<file path="src/rtl/dispatch_queue.sv">
// Dispatch queue: circular buffer between fetch and the OOO core, N-wide enqueue and dispatch.
// New entries reach the id outputs one cycle after enqueue; structural_hazard stalls dispatch, squash flushes.
module dispatch_queue #(
    parameter int N     = 2,
    parameter int DEPTH = 8,
    parameter int XLEN  = 32
) (
    input  logic                    clock,
    input  logic                    reset,
    input  logic [N-1:0]            if_valid,
    input  logic [N*XLEN-1:0]       if_inst,
    input  logic [N*XLEN-1:0]       if_pc,
    output logic                    if_ready,
    input  logic                    structural_hazard,
    input  logic                    squash,
    output logic [N-1:0]            id_valid,
    output logic [N*XLEN-1:0]       id_inst,
    output logic [N*XLEN-1:0]       id_pc,
    output logic [$clog2(DEPTH):0]  count
);
    localparam int PW = $clog2(DEPTH);
    localparam int CW = PW + 1;

    logic [PW-1:0]   r_head;
    logic [PW-1:0]   r_tail;
    logic [CW-1:0]   r_count;
    logic [XLEN-1:0] r_inst [DEPTH];
    logic [XLEN-1:0] r_pc   [DEPTH];

    logic            w_enq;
    logic [CW-1:0]   w_enq_n;
    logic [CW-1:0]   w_deq_n;
    logic [PW-1:0]   w_wr_idx [N];

    // Readiness looks only at the registered count, never at this cycle's dispatch.
    assign if_ready = (r_count <= CW'(DEPTH - N));
    assign w_enq    = if_ready && !squash;
    assign count    = r_count;

    // Each valid slot lands at tail plus the number of valid slots older than it.
    always_comb begin
        w_enq_n = '0;
        for (int i = 0; i < N; i++) begin
            w_wr_idx[i] = r_tail + PW'(w_enq_n);
            if (if_valid[i]) begin
                w_enq_n = w_enq_n + CW'(1);
            end
        end
        if (!w_enq) begin
            w_enq_n = '0;
        end
    end

    always_comb begin
        w_deq_n = '0;
        if (!structural_hazard && !squash) begin
            w_deq_n = (r_count < CW'(N)) ? r_count : CW'(N);
        end
    end

    always_comb begin
        id_valid = '0;
        id_inst  = '0;
        id_pc    = '0;
        for (int i = 0; i < N; i++) begin
            id_valid[i]              = !squash && (r_count > CW'(i));
            id_inst[i*XLEN +: XLEN]  = r_inst[r_head + PW'(i)];
            id_pc[i*XLEN +: XLEN]    = r_pc[r_head + PW'(i)];
        end
    end

    always_ff @(posedge clock or negedge reset) begin
        if (!reset) begin
            r_head  <= '0;
            r_tail  <= '0;
            r_count <= '0;
        end else if (squash) begin
            r_head  <= '0;
            r_tail  <= '0;
            r_count <= '0;
        end else begin
            r_head  <= r_head + PW'(w_deq_n);
            r_tail  <= r_tail + PW'(w_enq_n);
            r_count <= r_count + w_enq_n - w_deq_n;
        end
    end

    // Payload carries no validity of its own, so it is left unreset.
    always_ff @(posedge clock) begin
        if (w_enq) begin
            for (int i = 0; i < N; i++) begin
                if (if_valid[i]) begin
                    r_inst[w_wr_idx[i]] <= if_inst[i*XLEN +: XLEN];
                    r_pc[w_wr_idx[i]]   <= if_pc[i*XLEN +: XLEN];
                end
            end
        end
    end
endmodule

</file>
<file path="config.mk">
export PLATFORM = sky130hd
export DESIGN_NAME = dispatch_queue
export DESIGN_NICKNAME = d
export VERILOG_FILES = /design/src/rtl/dispatch_queue.sv
export SDC_FILE = /design/constraint.sdc
export NUM_CORES = 1
export LEC_CHECK = 0
export BUFFER_PORTS_ARGS = -buffer_cell sky130_fd_sc_hd__buf_2
export CAP_MARGIN = 25
export CELL_PAD_IN_SITES_DETAIL_PLACEMENT = 1
export CELL_PAD_IN_SITES_GLOBAL_PLACEMENT = 1
export CORE_MARGIN = 2
export CORE_UTILIZATION = 48
export DETAILED_ROUTE_END_ITERATION = 10
export GPL_ROUTABILITY_DRIVEN = 0
export PLACE_DENSITY_LB_ADDON = 0.3
export SYNTH_ARGS = -nofsm -noshare
export SYNTH_HDL_FRONTEND = slang
export SYNTH_SLANG_ARGS = --single-unit
export TNS_END_PERCENT = 50
</file>
<file path="constraint.sdc">
create_clock -name clock -period 7.06 [get_ports clock]
set_input_delay 1.059 -clock clock [delete_from_list [all_inputs] [get_ports clock]]
set_output_delay 1.059 -clock clock [all_outputs]
set_load 0.005 [all_outputs]
</file>
==> flow_metrics.tcl <==
set metrics [dict create \
    synth_top_area_share_pct 50.23 \
    synthAdderAreaFrac_pct 0.7930 \
    synth.ff_latch_count 522 \
    worst_pin_slew_ns 1.029 \
    hold_viol 0 \
    num_rows 92 \
    dpl_cell_area_um2 32510 \
    dp_cells 2663 \
    slew_headroom_pct 31.40 \
    arrival_ns 3.76 \
    synth_common_cells "534 x mux2_2, 512 x edfxtp_1, 256 x mux4_2" \
    drtAntennaViolNets 0 \
    wl_um 85750 \
    critPathCaptureType "output port" \
    clock_sinks 522 \
    core-area_um2 63080 \
    syn2layout_area_growth_pct 11.85 \
    post_cts_buffers 0 \
    post-route-util_pct 54.28 \
    port_buffers 268 \
    die_x_um 256.5 \
    synth.distinct_cells 34 \
    drc_errors 0 \
    total_power_mw 9.079 \
    cp_cell_sequence "ha_4 -> buf_4 -> mux4_2 -> mux2_2 -> buf_2" \
    crit_required_ns 6.00 \
    hold_buffers 0 \
    clockRootBuffer "clkbuf_16" \
    synthSimpleGateAreaFrac_pct 0.7439 \
    n_fill_cell 5774 \
    timing.final.ws_setup_ns 2.242 \
    wl_per_cell_um 30.91 \
    numCtsBuffers 58 \
    yosysSeqAreaShare_pct 51.04 \
    cts-resized-gates 0 \
    finalSetupViolations 0 \
    cts_tree "yes" \
    yosysMostFrequentCell "mux2_2" \
    clkTransAtPathRegs_ns 0.06 \
    dieArea_um2 65810 \
    rr_worst_depth 7 \
    finalSetupTns_ns 0 \
    multi_input_area_um2 14120 \
    layout-drive-gt1-share_pct 66.51 \
    crit_path_max_fanout 52 \
    async_flop_share_pct 1.916 \
    synth_cells 1648 \
    yosysTopAreaCell "edfxtp_1" \
    synth_compound_area_share_pct 0.3066 \
    synthesis.nets 1799 \
    rrSetupSlack_ns 2.89 \
    gr-total-overflow 0 \
    htreeDepth 2 \
    netlist_area_um2 30610 \
    grt_pass1_vias 19348 \
    cp_slowest_cell "dfrtp_4" \
    reg2reg_to "r_inst[0][4]$_DFFE_PP_" \
    r2r-start "count[3]$_DFF_PN0_" \
    synth_xor_area_share_pct 0.2003 \
    antenna_found_initial 15 \
    yosys_warnings 0 \
    path_buf_inv 2 \
    muxShareOfSynthArea_pct 43.65 \
    crit_family "buffers and inverters" \
    synth_top_family_by_area "multiplexers" \
    synth.avg_cell_area_um2 18.57 \
    start_util_pct 48.53 \
    crit_type "register to output port" \
    die_y_um 256.5 \
    crit_path_max_incr_delay_ns 0.92 \
    min_period_over_period_pct 68.24 \
    insertion_delay_ns 0.63 \
    clock_skew_ns 0.02515 \
    synth_edf_count 512 \
    grt_pass1_wl_um 128300 \
    fmax_mhz 207.6 \
    hold_path_class "primary input to async pin" \
    postLayoutCellArea_um2 34240 \
    cts_max_path_buffers 3 \
    min_period_ns 4.818 \
    routed-via-count 17603 \
    viasPerCell 6.346 \
    hold_ws_ns 0.3050 \
    gr-usage-all-layers_pct 26.01 \
    leakage_nw 11.44 \
    start_kind "register" \
    drtIter0Drc 1350 \
    rsz0062_at_grt "no" \
    io_pins 269 \
    finalMaxSlewViolations 0 \
    synth-main-ff-cell "edfxtp_1" \
    power_density_nw_per_um2 265.2 \
    status "completed" \
    grt_max_degree 121 \
    layout.nets 2028 \
    hpwl_um 50190 \
    drtPass1Iterations 5 \
    synth_area_leaders "edfxtp_1 50%, mux2_2 20%, mux4_2 19%" \
    dp_slack_ns 2.537 \
    peakVddDrop_mv 0.1828 \
    layout.area.seq_um2 15640 \
    instances_no_fill 2774 \
    drv_cap 0 \
]
area by class of cell:
cell class | instances | area share (%)
clock buffer | 76 | 4.499
tap | 846 | 3.092
clock inverter | 30 | 0.5226
antenna | 5 | 0.03654
multi-input combinational | 981 | 41.25
timing repair buffer | 299 | 4.765
sequential | 522 | 45.67
inverter | 15 | 0.1644
flip-flops by register name, indices dropped and copies added (netlist names):
name / flops
r_head: 3
r_pc: 256
count: 4
r_inst: 256
r_tail: 3
worst reg2reg max path, stage by stage, from the launching register on:
cell     delay [ns]
dfrtp_1        0.38
inv_1          0.09
ha_1           0.19
nand2_1        0.08
mux2i_1        0.76
nor2b_1        0.85
a41o_4         1.03
buf_4          0.47
cell usage in the layout, fill, tap and decap left out, types with 3 or more instances in the layout:
cell,count
mux2_4,98
xor2_1,3
dfrtp_1,7
mux2_1,9
edfxtp_1,512
nand2_1,11
clkbuf_1,17
buf_12,3
fa_1,4
dfrtp_4,3
nor2b_1,5
buf_2,268
diode_2,5
buf_4,27
clkinv_1,16
mux2_2,534
and3_4,4
nor2_1,16
ha_1,12
clkbuf_16,59
mux4_2,256
inv_1,15
a21o_4,4
clkinv_2,9
xnor2_1,3
worst max-delay path by stage:
| stage | from | to | slack [ns] | cells after the start |
|---|---|---|---|---|
| finish | r_head[0]$_DFF_PN0_ | id_pc[54] | 2.24 | 5 |
| floorplan | squash | r_inst[3][0]$_DFFE_PP_ | 0.50 | 2 |
| global placement | if_valid[0] | r_inst[0][21]$_DFFE_PP_ | 2.63 | 7 |
| CTS | r_head[1]$_DFF_PN0_ | id_pc[28] | 2.15 | 5 |
| detailed placement | if_valid[0] | r_inst[0][15]$_DFFE_PP_ | 2.54 | 7 |
| global route | r_head[1]$_DFF_PN0_ | id_inst[31] | 2.02 | 5 |
per-layer routing:
metal | vias to the layer above | routed length, µm | GRT usage (%)
met1 | 9492 | 35480 | 34.49
met4 | 18 | 1819 | 6.363
met5 | - | 126 | 0
met3 | 138 | 4985 | 4.300
met2 | 605 | 43340 | 44.81
li1 | 7350 | - | -
cell families after synthesis:
family | Yosys count
flops | 522
xor+xnor | 7
simple gates | 46
fa+ha+maj | 17
compound gates | 13
mux | 898
buf+inv | 145
power by group:
part           switching, mW  internal [mW]
Combinational           1.21           1.28
Sequential             0.134           3.62
Clock                   1.26           1.56
Total                   2.61           6.47
Power figures use the tool's default switching activity.
